<file path="src/rtl/mac_sequencer_pkg.sv">
// Shared definitions for the matrix-multiply address sequencer:
// the default index width and the FSM state encoding.
package mac_sequencer_pkg;

    localparam int DIM_W = 4;

    typedef enum logic [1:0] {
        IDLE  = 2'd0,
        RUN   = 2'd1,
        WRITE = 2'd2,
        DONE  = 2'd3
    } state_t;

endpackage

</file>
<file path="src/rtl/mac_sequencer_if.sv">
// Control/address bundle between the sequencer and its requester/datapath.
// The master side issues start/dim; the slave side (the sequencer) drives
// indices, addresses and the accumulator/write strobes.
interface mac_sequencer_if #(
    parameter int DIM_W = mac_sequencer_pkg::DIM_W
);
    logic                 start;
    logic [DIM_W-1:0]     dim;
    logic [DIM_W-1:0]     row;
    logic [DIM_W-1:0]     col;
    logic [DIM_W-1:0]     k;
    logic [2*DIM_W-1:0]   addr_a;
    logic [2*DIM_W-1:0]   addr_b;
    logic [2*DIM_W-1:0]   addr_c;
    logic                 acc_clear;
    logic                 acc_en;
    logic                 wr_c;
    logic                 busy;
    logic                 done;

    modport master (
        output start, dim,
        input  row, col, k, addr_a, addr_b, addr_c,
        input  acc_clear, acc_en, wr_c, busy, done
    );

    modport slave (
        input  start, dim,
        output row, col, k, addr_a, addr_b, addr_c,
        output acc_clear, acc_en, wr_c, busy, done
    );
endinterface

</file>
<file path="src/rtl/mac_sequencer_index_counter.sv">
// Modulo-limit up-counter used for the k, col and row loop indices.
// wrap flags the increment that returns the count to zero, so counters
// chain by feeding one stage's wrap into the next stage's inc.
module index_counter #(
    parameter int DIM_W = 4
) (
    input  logic             clk,
    input  logic             clr,
    input  logic             inc,
    input  logic [DIM_W-1:0] limit,
    output logic [DIM_W-1:0] count,
    output logic             wrap
);

    assign wrap = inc && (count == limit - DIM_W'(1));

    // Advance on inc, returning to zero after limit-1.
    // NOTE: sequential state uses non-blocking assignments so every register
    // samples pre-edge values, independent of process evaluation order.
    always_ff @(posedge clk or posedge clr) begin
        if (clr) begin
            count <= '0;
        end else if (inc) begin
            count <= wrap ? '0 : count + DIM_W'(1);
        end
    end

endmodule

</file>
<file path="src/rtl/mac_sequencer.sv">
// Sequencer for C = A * B on N x N matrices: walks row, col and k,
// emitting A/B/C addresses plus accumulator clear/enable and C write
// strobes. Each C element takes N RUN cycles followed by one WRITE cycle.
module mac_sequencer #(
    parameter int DIM_W = mac_sequencer_pkg::DIM_W
) (
    input logic            clk,
    input logic            clr,
    mac_sequencer_if.slave bus
);
    import mac_sequencer_pkg::*;

    state_t           state;
    state_t           state_next;
    logic [DIM_W-1:0] n_reg;
    logic [DIM_W-1:0] k;
    logic [DIM_W-1:0] col;
    logic [DIM_W-1:0] row;
    logic             k_inc;
    logic             col_inc;
    logic             k_wrap;
    logic             col_wrap;
    logic             row_wrap;
    logic             acc_clear;
    logic             acc_en;
    logic             wr_c;
    logic             busy;
    logic             done;

    // Indices only move inside RUN/WRITE and always come back to zero at the
    // end of a product, so IDLE always starts from row=col=k=0.
    assign k_inc   = (state == RUN);
    assign col_inc = (state == WRITE);

    index_counter #(.DIM_W(DIM_W)) u_k_cnt (
        .clk   (clk),
        .clr   (clr),
        .inc   (k_inc),
        .limit (n_reg),
        .count (k),
        .wrap  (k_wrap)
    );

    index_counter #(.DIM_W(DIM_W)) u_col_cnt (
        .clk   (clk),
        .clr   (clr),
        .inc   (col_inc),
        .limit (n_reg),
        .count (col),
        .wrap  (col_wrap)
    );

    index_counter #(.DIM_W(DIM_W)) u_row_cnt (
        .clk   (clk),
        .clr   (clr),
        .inc   (col_wrap),
        .limit (n_reg),
        .count (row),
        .wrap  (row_wrap)
    );

    // State register; the matrix size is latched only when a non-empty
    // product is accepted, so later dim changes are invisible to the run.
    always_ff @(posedge clk or posedge clr) begin
        if (clr) begin
            state <= IDLE;
            n_reg <= '0;
        end else begin
            state <= state_next;
            if (state == IDLE && bus.start && bus.dim != '0) begin
                n_reg <= bus.dim;
            end
        end
    end

    // Next-state and strobe decode; strobes depend only on registered
    // state and indices, never on start.
    // NOTE: every output gets a default first so no path leaves a value
    // held, which would otherwise infer a latch.
    always_comb begin
        state_next = state;
        acc_clear  = 1'b0;
        acc_en     = 1'b0;
        wr_c       = 1'b0;
        busy       = 1'b1;
        done       = 1'b0;
        case (state)
            IDLE: begin
                busy = 1'b0;
                if (bus.start) begin
                    state_next = (bus.dim == '0) ? DONE : RUN;
                end
            end
            RUN: begin
                acc_en    = 1'b1;
                acc_clear = (k == '0);
                if (k_wrap) begin
                    state_next = WRITE;
                end
            end
            WRITE: begin
                wr_c       = 1'b1;
                state_next = row_wrap ? DONE : RUN;
            end
            DONE: begin
                done       = 1'b1;
                state_next = IDLE;
            end
            default: begin
                state_next = IDLE;
            end
        endcase
    end

    assign bus.row       = row;
    assign bus.col       = col;
    assign bus.k         = k;
    assign bus.addr_a    = {row, k};
    assign bus.addr_b    = {k, col};
    assign bus.addr_c    = {row, col};
    assign bus.acc_clear = acc_clear;
    assign bus.acc_en    = acc_en;
    assign bus.wr_c      = wr_c;
    assign bus.busy      = busy;
    assign bus.done      = done;

endmodule

</file>
<file path="src/flat_wrapper.sv">
// flat-port wrapper written by rule: the top's interface ports become plain ports
module mac_sequencer_flat import mac_sequencer_pkg::*;
#(
    parameter int DIM_W = mac_sequencer_pkg::DIM_W
)
  (clk, clr, bus_start, bus_dim, bus_row, bus_col, bus_k, bus_addr_a, bus_addr_b, bus_addr_c, bus_acc_clear, bus_acc_en, bus_wr_c, bus_busy, bus_done);
  mac_sequencer_if #(.DIM_W(DIM_W)) bus_i ();
  input logic clk;
  input logic clr;
  input wire logic [$bits(bus_i.start)-1:0] bus_start;
  input wire logic [$bits(bus_i.dim)-1:0] bus_dim;
  output wire logic [$bits(bus_i.row)-1:0] bus_row;
  output wire logic [$bits(bus_i.col)-1:0] bus_col;
  output wire logic [$bits(bus_i.k)-1:0] bus_k;
  output wire logic [$bits(bus_i.addr_a)-1:0] bus_addr_a;
  output wire logic [$bits(bus_i.addr_b)-1:0] bus_addr_b;
  output wire logic [$bits(bus_i.addr_c)-1:0] bus_addr_c;
  output wire logic [$bits(bus_i.acc_clear)-1:0] bus_acc_clear;
  output wire logic [$bits(bus_i.acc_en)-1:0] bus_acc_en;
  output wire logic [$bits(bus_i.wr_c)-1:0] bus_wr_c;
  output wire logic [$bits(bus_i.busy)-1:0] bus_busy;
  output wire logic [$bits(bus_i.done)-1:0] bus_done;
  assign bus_i.start = bus_start;
  assign bus_i.dim = bus_dim;
  assign bus_row = bus_i.row;
  assign bus_col = bus_i.col;
  assign bus_k = bus_i.k;
  assign bus_addr_a = bus_i.addr_a;
  assign bus_addr_b = bus_i.addr_b;
  assign bus_addr_c = bus_i.addr_c;
  assign bus_acc_clear = bus_i.acc_clear;
  assign bus_acc_en = bus_i.acc_en;
  assign bus_wr_c = bus_i.wr_c;
  assign bus_busy = bus_i.busy;
  assign bus_done = bus_i.done;
  mac_sequencer #(.DIM_W(DIM_W)) u_core (.clk(clk), .clr(clr), .bus(bus_i));
endmodule
</file>
<file path="config.mk">
export PLATFORM = sky130hd
export DESIGN_NAME = mac_sequencer_flat
export DESIGN_NICKNAME = d
export VERILOG_FILES = /design/src/rtl/mac_sequencer_pkg.sv /design/src/rtl/mac_sequencer_if.sv /design/src/rtl/mac_sequencer_index_counter.sv /design/src/rtl/mac_sequencer.sv /design/src/flat_wrapper.sv
export SDC_FILE = /design/constraint.sdc
export NUM_CORES = 1
export LEC_CHECK = 0
export ABC_AREA = 0
export BUFFER_PORTS_ARGS = -buffer_cell sky130_fd_sc_hd__buf_2
export CAP_MARGIN = 20
export CORE_MARGIN = 5
export CORE_UTILIZATION = 45
export CTS_CLUSTER_SIZE = 30
export DETAILED_ROUTE_END_ITERATION = 12
export PLACE_DENSITY = 0.75
export SETUP_SLACK_MARGIN = 0.4
export SYNTH_ARGS = -nofsm -noshare
export SYNTH_HDL_FRONTEND = slang
export SYNTH_HIERARCHICAL = 1
export SYNTH_SLANG_ARGS = --single-unit
export TNS_END_PERCENT = 10
</file>
<file path="constraint.sdc">
create_clock -name clk -period 2.6 [get_ports clk]
set_clock_uncertainty 0.15 [all_clocks]
set_input_delay 0.13 -clock clk [delete_from_list [all_inputs] [get_ports clk]]
set_output_delay 0.13 -clock clk [all_outputs]
set_load 0.05 [all_outputs]
</file>
==> summary.txt, run 1 <==
Critical path
  – Worst path arrival time: 2.12 ns
  – Cell mode on critical path: and4_4
  – Bufs and invs on worst path: 0
  – R2r endpoint: u_core/state[1]$_DFFE_PP0P_
  – Startpoint types: flop
  – Critical Path RT: 2.64 ns
  – Slowest stage delay, CP: 0.50 ns
  – CP Cell Sequence: xnor3_1, and4_4, and2_4, and4_4, and2_1, a22oi_1, o2bb2ai_1
  – Worst reg-to-reg setup slack: 0.51 ns
  – Reg2Reg Depth: 7
  – Crit Reg-Reg Startpoint: u_core/n_reg[2]$_DFFE_PP0P_
  – Critical path peak fanout: 7
  – Max stage delay cell, worst path: dfrtp_2
  – CP Class: flop to flop
  – Worst setup EP type: flop
  – Delay-heaviest family, CP: simple AND/OR/NAND/NOR gates

Timing
  – Slew HR: 0.723
  – RSZ-0062 raised after global routing: false
  – Final min period: 2.09 ns
  – Setup TNS: 0 ns
  – Final setup viols: 0
  – Max-slew violation count: 0
  – Fmax achieved: 480 MHz
  – Final worst setup slack: 0.515 ns
  – Worst-Margin Slew: 0.412 ns
  – Hold Vio Cnt, Final: 0
  – Final worst path period share: 0.802

Synth
  – Async S/R FF share, synth: 1.00
  – Syn Nets: 144
  – Yosys cell types: 29
  – Cell Area, Synth: 1340 um^2
  – Area leader, netlist: dfrtp_1
  – Synth warnings: 6
  – Commonest cells in the netlist: buf_4, dfrtp_1, xor2_1
  – Post-synth top area share: 0.336
  – Register area share after synthesis: 0.336
  – Predominant post-synthesis flop cell: dfrtp_1
  – Seq cells post-synth: 18
  – Number of synthesized flops with an enable pin: 0
  – Most common cell in the netlist: buf_4
  – Syn avg cell area: 10.2 um^2
  – Dominant cells by area after synthesis: dfrtp_1, buf_4, xor2_1
  – Synthesized instance count: 131

Route
  – 1st-pass router iterations: 4
  – Starting DRT DRC Count: 21
  – Wire length on met1: 1220 um
  – Met3 WL: 133 um
  – Final ANT Viol Nets: 0
  – Routed len/inst: 14.7 um
  – Top Layer Used: met4
  – WL final: 2930 um
  – Met2 wire length: 1550 um
  – Post-DR vias/cell: 5.17
  – DR vias: 1,034
  – Drt drc: 0

Clocking
  – Worst-path clk slew: 0.11 ns
  – Worst-skew pair later-pin latency: 0.29 ns
  – H-tree Lvls: 1
  – CTS tree: yes
  – CTS buffer count: 3
  – Clock buffer depth: 2
  – Clock tree root driver cell: clkbuf_4
  – Clk sink count: 18

GRT
  – Total GRT Usage: 0.146
  – Pin count of the biggest net entering global routing: 11
  – Global route total overflow: 0
  – Initial antenna violation count: 0
  – First-pass GRT wire length: 4840 um
  – Number of global-route vias before repair: 1,097

Layout
  – Multi-input gate area in the final layout: 682 um^2
  – Fin area: 1590 um^2
  – Share of layout cells above drive strength 1: 0.450
  – Area grow syn2layout: 18.6%
  – Reg area: 457 um^2
  – Diodes inserted: 0
  – # fillers: 254
  – Fin nets: 183

Floorplanning
  – Die Ht: 64.5 um
  – Die width: 64.5 um
  – Full die area: 4170 um^2
  – Starting Density: 0.477
  – Core area: 2810 um^2
  – FP Rows: 19
  – # IOs: 48

Run
  – Maxcap violations: 0

Place
  – HPWL Detailed: 2090 um
  – Buffers on Ports: 47
  – Dpl ws: 0.238 ns
  – Placer Congestion: 0.801
  – Dpl cell area: 1440 um^2

Status
  – Status: complete, no violations

Min path
  – HP Class: input pin to asynchronous set/reset pin
worst max path at each step:
| stage | start | cells after the start | end | slack, ns |
|---|---|---|---|---|
| floorplan | u_core/n_reg[0]$_DFFE_PP0P_ | 9 | u_core/state[1]$_DFFE_PP0P_ | 0.41 |
| global placement | u_core/n_reg[0]$_DFFE_PP0P_ | 9 | u_core/state[1]$_DFFE_PP0P_ | 0.31 |
| detailed placement | u_core/n_reg[0]$_DFFE_PP0P_ | 9 | u_core/state[1]$_DFFE_PP0P_ | 0.24 |
| CTS | u_core/n_reg[0]$_DFFE_PP0P_ | 9 | u_core/state[1]$_DFFE_PP0P_ | 0.41 |
| global route | u_core/n_reg[0]$_DFFE_PP0P_ | 9 | u_core/state[1]$_DFFE_PP0P_ | 0.45 |
| finish | u_core/n_reg[2]$_DFFE_PP0P_ | 7 | u_core/state[1]$_DFFE_PP0P_ | 0.51 |
layout by cell type (no fill, tap or decap), types with 5 or more instances in the layout:
cell	n
xor2_1	15
buf_4	5
dfrtp_1	13
dfrtp_2	5
buf_2	47
dlygate4sd3_1	6
inv_1	11
xnor2_1	5
ha_1	6
a21oi_1	12
through the flow:
| step | hold slack, ns | cells | utilization |
|---|---|---|---|
| 2_1_floorplan | -0.254 | 131 | - |
| 3_3_place_gp | -0.0859 | 185 | 0.513 |
| 3_5_place_dp | -0.0774 | 185 | 0.513 |
| 4_1_cts | 0.147 | 198 | 0.556 |
| 5_1_grt | 0.147 | 200 | 0.566 |
| 6_report | 0.148 | 200 | 0.566 |
worst register-to-register path, cell delays in order (launching register included):
cell and delay [ns]:
dfrtp_2 0.50, xnor3_1 0.39, and4_4 0.20, and2_4 0.17, and4_4 0.15, and2_1 0.16, a22oi_1 0.19, o2bb2ai_1 0.08
layer usage:
metal | global-route usage | up-vias
li1 | - | 496
met1 | 0.165 | 500
met2 | 0.269 | 34
met3 | 0.0155 | 4
met4 | 0.0739 | 0
met5 | 0 | -
cell type report:
type | count | area share
inverters | 11 | 0.0260
well taps | 31 | 0.0244
clock buffers | 4 | 0.0229
multi-input cells | 78 | 0.429
flip-flops and latches | 18 | 0.288
repair buffers | 58 | 0.210
kinds of logic (layout without fill, tap and decap cells):
| kind of cell | Yosys count | after routing | synth area share |
|---|---|---|---|
| AOI/OAI and AO/OA | 18 | 18 | 0.0841 |
| xor gates and xnor gates | 24 | 24 | 0.188 |
| adders and majority gates | 6 | 6 | 0.0561 |
| buffers and inverters | 35 | 73 | 0.165 |
| DFF | 18 | 18 | 0.336 |
| muxes | 4 | 4 | 0.0336 |
| and+or+nand+nor | 26 | 26 | 0.136 |
what timing repair did:
item,CTS,global route
buffers inserted,3,2
hold buffers,6,0
hold endpoints to repair,23,0
pin swaps,1,3
setup endpoints to repair,1,1
resized for setup,1,3
gates cloned,0,0
Power of run 1 is left out: the tool's default activity adds up to more than one toggle a clock period on the data nets, which glitch-free logic cannot reach.
==> run 2, diff against run 1 <==
--- a/config.mk
+++ b/config.mk
@@ -5,14 +5,14 @@
 export SDC_FILE = /design/constraint.sdc
 export NUM_CORES = 1
 export LEC_CHECK = 0
-export ABC_AREA = 0
+export ABC_AREA = 1
 export BUFFER_PORTS_ARGS = -buffer_cell sky130_fd_sc_hd__buf_2
 export CAP_MARGIN = 20
 export CORE_MARGIN = 5
 export CORE_UTILIZATION = 45
 export CTS_CLUSTER_SIZE = 30
 export DETAILED_ROUTE_END_ITERATION = 12
-export PLACE_DENSITY = 0.75
+export PLACE_DENSITY = 0.76
 export SETUP_SLACK_MARGIN = 0.4
 export SYNTH_ARGS = -nofsm -noshare
 export SYNTH_HDL_FRONTEND = slang
==> constraint.sdc (replaced) <==
create_clock -name clk -period 1.68 [get_ports clk]
set_clock_uncertainty 0.15 [all_clocks]
set_input_delay 0.084 -clock clk [delete_from_list [all_inputs] [get_ports clk]]
set_output_delay 0.084 -clock clk [all_outputs]
set_load 0.05 [all_outputs]
==> summary.txt, run 2 <==
Status
  – Status: finished, violations left
  – Violated checks: negative setup slack

Floorplanning
  – Die width: 69.6 um (+7.8%)
  – Starting Density: 0.471 (-0.00586)
  – Die Ht: 69.6 um (+7.8%)
  – FP Rows: 21 (+2)
  – Core area: 3390 um^2 (+21%)
  – # IOs: 48 (unchanged)
  – Full die area: 4840 um^2 (+16%)

Clocking
  – Worst-path clk slew: 0.11 ns (about the same)
  – Worst-skew pair later-pin latency: 0.29 ns (about the same)
  – CTS tree: yes
  – Clk sink count: 18 (unchanged)
  – CTS buffer count: 3 (unchanged)
  – Clock buffer depth: 2 (unchanged)
  – H-tree Lvls: 1 (unchanged)
  – Clock tree root driver cell: clkbuf_4

Critical path
  – CP Cell Sequence: inv_2, ha_4, nand2_2, nand2_2, nand4_2, nor2_2, nand2_2, inv_4, nand2_2, nand2_2, nand4_2, nor2_2, nand2_2, inv_2, buf_4, buf_6, nor2_2
  – Worst setup EP type: flop
  – Delay-heaviest family, CP: simple AND/OR/NAND/NOR gates
  – Critical path peak fanout: 5 (-2)
  – Cell mode on critical path: nand2_2
  – Max stage delay cell, worst path: dfrtp_1
  – Worst path arrival time: 2.11 ns (about the same)
  – CP Class: flop to flop
  – Bufs and invs on worst path: 5 (+5)
  – Slowest stage delay, CP: 0.37 ns (-0.13 ns)
  – Critical Path RT: 1.72 ns (-0.92 ns)
  – Startpoint types: flop

Layout
  – Area grow syn2layout: 45.3%
  – Fin nets: 313 (+71%)
  – Most frequent cells in the layout: nand2_1, buf_4, inv_1
  – Reg area: 453 um^2 (-0.82%)
  – Share of layout cells above drive strength 1: 0.482 (+0.0319)
  – Fin area: 2320 um^2 (+46%)
  – Commonest non-fill, non-tap cell in the layout: nand2_1
  – Multi-input gate area in the final layout: 867 um^2 (+27%)
  – # fillers: 291 (+15%)
  – Diodes inserted: 0 (unchanged)

Route
  – Wire length on met1: 1570 um (+28%)
  – Final ANT Viol Nets: 0 (unchanged)
  – Met2 wire length: 1840 um (+19%)
  – Routed len/inst: 10.5 um (-28%)
  – Post-DR vias/cell: 4.42 (-15%)
  – Drt drc: 0 (unchanged)
  – Starting DRT DRC Count: 85 (+300%)
  – WL final: 3640 um (+24%)
  – Met3 WL: 203 um (+53%)
  – DR vias: 1,525 (+47%)
  – 1st-pass router iterations: 4 (unchanged)
  – Top Layer Used: met4

Synth
  – Post-synth top area share: 0.282 (-0.0545)
  – Synth Area in Simple Gates: 0.386 (+0.250)
  – Synthesized instance count: 231 (+76%)
  – Adder and majority gate portion of the synthesized area: 0.0470 (-0.00909)
  – Seq cells post-synth: 18 (unchanged)
  – Dominant cells by area after synthesis: dfrtp_1, nand2_1, buf_4
  – Synth warnings: 6 (unchanged)
  – Syn avg cell area: 6.92 um^2 (-32%)
  – Area leader, netlist: dfrtp_1
  – Predominant post-synthesis flop cell: dfrtp_1
  – Commonest cells in the netlist: nand2_1, inv_1, buf_4
  – Syn Nets: 244 (+69%)
  – Yosys cell types: 19 (-34%)
  – Mux cell area share after synthesis: 0 (-0.0336)
  – Synth Area in Compound Gates: 0.00313 (-0.0810)
  – Most common cell in the netlist: nand2_1
  – Register area share after synthesis: 0.282 (-0.0545)
  – Cell Area, Synth: 1600 um^2 (+19%)
  – Async S/R FF share, synth: 1.00 (unchanged)
  – Largest family of logic cells by synthesized area: simple AND/OR/NAND/NOR gates
  – Number of synthesized flops with an enable pin: 0 (unchanged)
  – Post-Synth XOR/XNOR Area: 0.0658 (-0.122)

Place
  – Dpl cell area: 1940 um^2 (+35%)
  – Placer Congestion: 0.857 (+7.0%)
  – Buffers on Ports: 47 (unchanged)
  – HPWL Detailed: 2810 um (+34%)

GRT
  – Number of global-route vias before repair: 1,417 (+29%)
  – Initial antenna violation count: 0 (unchanged)
  – First-pass GRT wire length: 6090 um (+26%)
  – Pin count of the biggest net entering global routing: 11 (unchanged)
  – Total GRT Usage: 0.150 (+0.00446)
  – Global route total overflow: 0 (unchanged)

Timing
  – Final worst setup slack: -0.389 ns (-0.904 ns)
  – Final setup viols: 13 (+13)
  – Fmax achieved: 483 MHz (+0.78%)
  – RSZ-0062 raised after global routing: true
  – Final min period: 2.07 ns (-0.0162 ns)
  – Hold Vio Cnt, Final: 0 (unchanged)
  – Final worst path period share: 1.23 (+0.430)
  – Slew HR: 0.825 (+0.101)
  – Max-slew violation count: 0 (unchanged)
  – Worst-Margin Slew: 0.263 ns (-0.149 ns)

Run
  – Maxcap violations: 0 (unchanged)

Min path
  – HP Class: input pin to asynchronous set/reset pin
[run 2: cell types whose count changed after synthesis, moves of 6 or more]
cell / change
nand2_1: +76
inv_1: +17
nand3_1: +12
a21oi_1: -11
inv_2: +11
nor2_2: +10
xor2_1: -9
nand2_2: +8
nor2_1: +6
[run 2: path summary, 6_finish.rpt]
kind / slack (ns) / endpoint / from / cells past startpoint
max reg2reg: -0.39 / u_core/u_row_cnt/count[3]$_DFFE_PP0P_ / u_core/n_reg[1]$_DFFE_PP0P_ / 17
max: -0.39 / u_core/u_row_cnt/count[3]$_DFFE_PP0P_ / u_core/n_reg[1]$_DFFE_PP0P_ / 17
max in group asynchronous: 1.05 / u_core/n_reg[0]$_DFFE_PP0P_ / clr / 3
min in group clk: 0.38 / u_core/n_reg[3]$_DFFE_PP0P_ / bus_dim[3] / 4
min reg2reg: 0.47 / u_core/n_reg[1]$_DFFE_PP0P_ / u_core/n_reg[1]$_DFFE_PP0P_ / 3
min: 0.10 / u_core/u_col_cnt/count[3]$_DFFE_PP0P_ / clr / 3
[run 2: repair_timing]
item | CTS | global route
setup buffers | 4 | 2
gates cloned | 0 | 0
hold endpoints to repair | 24 | 0
pin swaps | 1 | 3
hold buffers | 6 | 0
gates resized for setup | 39 | 35
setup endpoints to repair | 53 | 56
[run 2: cell families after synthesis]
group,count (synthesis)
AOI/OAI and AO/OA,1
and+or+nand+nor,128
adders and majority gates,6
DFF,18
xor gates and xnor gates,12
buffers and inverters,66
[run 2: layout make-up]
class | count | area share
well taps | 46 | 0.0248
repair buffers | 88 | 0.319
clock buffers | 4 | 0.0156
inverters | 42 | 0.0722
flip-flops and latches | 18 | 0.195
multi-input cells | 147 | 0.373
[run 2: worst register-to-register path, stage by stage (launching register included)]
cell     delay, ns
dfrtp_1       0.37
inv_2         0.06
ha_4          0.27
nand2_2       0.06
nand2_2       0.07
nand4_2       0.07
nor2_2        0.10
nand2_2       0.08
inv_4         0.08
nand2_2       0.07
nand2_2       0.07
nand4_2       0.07
nor2_2        0.10
nand2_2       0.07
inv_2         0.06
buf_4         0.10
buf_6         0.09
nor2_2        0.03
[run 2: per-stage QoR]
step,worst slack [ns],std cells,util,setup TNS (ns),hold slack (ns)
floorplan,-0.529,231,-,-3.28,-0.300
global placement,-0.323,329,0.574,-1.39,-0.128
detailed placement,-0.422,329,0.574,-1.88,-0.128
CTS,-0.342,343,0.651,-1.96,0.0878
global route,-0.531,345,0.685,-3.94,0.117
finish,-0.389,345,0.685,-2.43,0.101
[run 2: per-layer routing]
| metal | GRT usage | vias to the layer above |
|---|---|---|
| met5 | 0 | - |
| met4 | 0.0325 | 0 |
| met3 | 0.0290 | 4 |
| met2 | 0.269 | 39 |
| met1 | 0.184 | 682 |
| li1 | - | 800 |
Power of run 2 is left out for the same reason.
==> run 3, diff against run 2 <==
--- a/config.mk
+++ b/config.mk
@@ -5,14 +5,13 @@
 export SDC_FILE = /design/constraint.sdc
 export NUM_CORES = 1
 export LEC_CHECK = 0
-export ABC_AREA = 1
 export BUFFER_PORTS_ARGS = -buffer_cell sky130_fd_sc_hd__buf_2
 export CAP_MARGIN = 20
 export CORE_MARGIN = 5
-export CORE_UTILIZATION = 45
+export CORE_UTILIZATION = 44
 export CTS_CLUSTER_SIZE = 30
 export DETAILED_ROUTE_END_ITERATION = 12
-export PLACE_DENSITY = 0.76
+export PLACE_DENSITY = 0.77
 export SETUP_SLACK_MARGIN = 0.4
 export SYNTH_ARGS = -nofsm -noshare
 export SYNTH_HDL_FRONTEND = slang
==> summary.txt, run 3 (same netlist as run 1, synthesis figures left out) <==
Pwr
  – Worst vdd ir: 1.72 mV
  – PwrDens: 2220 nW/um^2
  – Leakage: 0.00106 uW

Clocking
  – Clock buffer depth: 2 (unchanged)
  – CTS buffer count: 3 (unchanged)
  – CTS tree: yes
  – H-tree Lvls: 1 (unchanged)
  – Worst-skew pair later-pin latency: 0.29 ns (about the same)
  – Clock tree root driver cell: clkbuf_4
  – Worst-path clk slew: 0.10 ns (about the same)
  – Clk sink count: 18 (unchanged)

Floorplanning
  – # IOs: 48 (unchanged)
  – Full die area: 4250 um^2 (-12%)
  – Core area: 2980 um^2 (-12%)
  – Die Ht: 65.2 um (-6.4%)
  – Die width: 65.2 um (-6.4%)
  – Starting Density: 0.450 (-0.0218)
  – FP Rows: 20 (-4.8%)

Layout
  – Fin cells: 225 (-35%)
  – Share of layout cells above drive strength 1: 0.547 (+0.0653)
  – Area grow syn2layout: 55.0%
  – Fin nets: 206 (-34%)
  – Final core occ: 0.697 (+0.0119)
  – # fillers: 203 (-30%)
  – Multi-input gate area in the final layout: 704 um^2 (-19%)
  – Commonest non-fill, non-tap cell in the layout: buf_6
  – Reg area: 454 um^2 (+0.28%)
  – Diodes inserted: 0 (unchanged)
  – Most frequent cells in the layout: buf_6, buf_4, buf_8, dfrtp_1, xor2_1

GRT
  – Number of global-route vias before repair: 1,252 (-12%)
  – Pin count of the biggest net entering global routing: 11 (unchanged)
  – Global route total overflow: 0 (unchanged)
  – Initial antenna violation count: 0 (unchanged)
  – First-pass GRT wire length: 5670 um (-6.8%)
  – Total GRT Usage: 0.170 (+0.0199)

Critical path
  – Critical path peak fanout: 2 (-3)
  – Worst path arrival time: 2.07 ns (-0.04 ns)
  – Max stage delay cell, worst path: dfrtp_2
  – Startpoint types: flop
  – Slowest stage delay, CP: 0.39 ns (+0.02 ns)
  – Worst setup EP type: flop
  – CP Class: flop to flop
  – Start point of the critical path: u_core/n_reg[0]$_DFFE_PP0P_
  – Critical Path RT: 1.75 ns (+0.03 ns)
  – Crit Reg-Reg Startpoint: u_core/n_reg[0]$_DFFE_PP0P_
  – CP Cell Sequence: inv_2, ha_4, xor2_1, and4_4, and2_4, and4_4, and2_4, a22oi_2, o2bb2ai_1

Timing
  – Final worst setup slack: -0.320 ns (+0.0696 ns)
  – Final min period: 2.00 ns (-0.0696 ns)
  – Worst-Margin Slew: 0.471 ns (+0.208 ns)
  – Hold Vio Cnt, Final: 1 (+1)
  – RSZ-0062 raised after global routing: true
  – Final hold slack: -0.000395 ns (-0.101 ns)
  – Final worst path period share: 1.19 (-0.0414)
  – Final setup viols: 12 (-1)
  – Slew HR: 0.683 (-0.141)
  – Max-slew violation count: 0 (unchanged)
  – Setup TNS: -1.99 ns (+0.441 ns)
  – Fmax achieved: 500 MHz (+3.5%)

Place
  – Dpl ws: -0.404 ns (+0.0180 ns)
  – Placed Instances: 214 (-35%)
  – Placer Congestion: 0.863 (+0.65%)
  – HPWL Detailed: 2570 um (-8.4%)
  – Buffers on Ports: 47 (unchanged)

Min path
  – Min-delay src: bus_dim[2]
  – HP Class: input pin to flop

Route
  – Post-DR vias/cell: 5.18 (+17%)
  – Routed len/inst: 15.0 um (+43%)
  – WL final: 3380 um (-7.0%)
  – Final ANT Viol Nets: 0 (unchanged)
  – Starting DRT DRC Count: 30 (-65%)
  – 1st-pass router iterations: 4 (unchanged)
  – Drt drc: 0 (unchanged)
  – DR vias: 1,166 (-24%)

Run
  – Maxcap violations: 0 (unchanged)

Status
  – Violated checks: negative hold slack, negative setup slack
  – Status: finished, violations left
[run 3: report_power, final]
| group | switching (uW) | internal (uW) | leakage [uW] |
|---|---|---|---|
| clock | 131 | 132 | 0.0000210 |
| combinational | 2060 | 1570 | 0.000811 |
| sequential | 131 | 586 | 0.000227 |
[run 3: metrics by stage]
| stage | power, uW | hold WS [ns] | area [um^2] |
|---|---|---|---|
| finish | 4610 | -0.000395 | 2080 |
| global route | 4880 | 0.0249 | 2080 |
| CTS | 4450 | -0.00328 | 1970 |
| detailed placement | 3810 | -0.138 | 1660 |
| global placement | 3710 | -0.140 | 1660 |
| floorplan | 3040 | -0.300 | 1360 |
[run 3: repair_timing]
action	CTS	global route
cloned	0	0
gates resized for setup	68	29
endpoints found under the hold margin	23	0
endpoints found under the setup margin	57	59
hold buffers	6	0
pin swaps	5	4
setup buffers	1	0
[run 3: layer usage]
layer	vias up	GRT usage	routed length, um
met5	-	0	0
li1	544	-	-
met3	6	0.0256	169
met2	45	0.316	1880
met4	0	0.0725	59
met1	571	0.190	1270
[run 3: worst max-delay path, delay by kind of cell (launching register included)]
family	cells	cell delay, ns
flops	1	0.39
compound gates	2	0.20
buf+inv	1	0.05
fa+ha+maj	1	0.25
simple gates	4	0.73
xor+xnor	1	0.16
[run 3: worst paths after layout]
check	depth (start not counted)	slack (ns)	end
worst max-delay path	9	-0.32	u_core/state[1]$_DFFE_PP0P_
worst min-delay path	4	-0.0004	u_core/state[1]$_DFFE_PP0P_
worst max register to register	9	-0.32	u_core/state[1]$_DFFE_PP0P_
worst min register to register	2	0.44	u_core/state[1]$_DFFE_PP0P_
max in group asynchronous	3	1.06	u_core/n_reg[0]$_DFFE_PP0P_
min in group asynchronous	3	0.09	u_core/u_col_cnt/count[0]$_DFFE_PP0P_
[run 3: final cells by class]
cell class              instances  area share
clock buffers                   4      0.0175
inverters                      11      0.0199
flip-flops and latches         18       0.219
multi-input cells              78       0.339
repair buffers                 81       0.385
well taps                      33      0.0199
(Power assumes the default switching activity.)
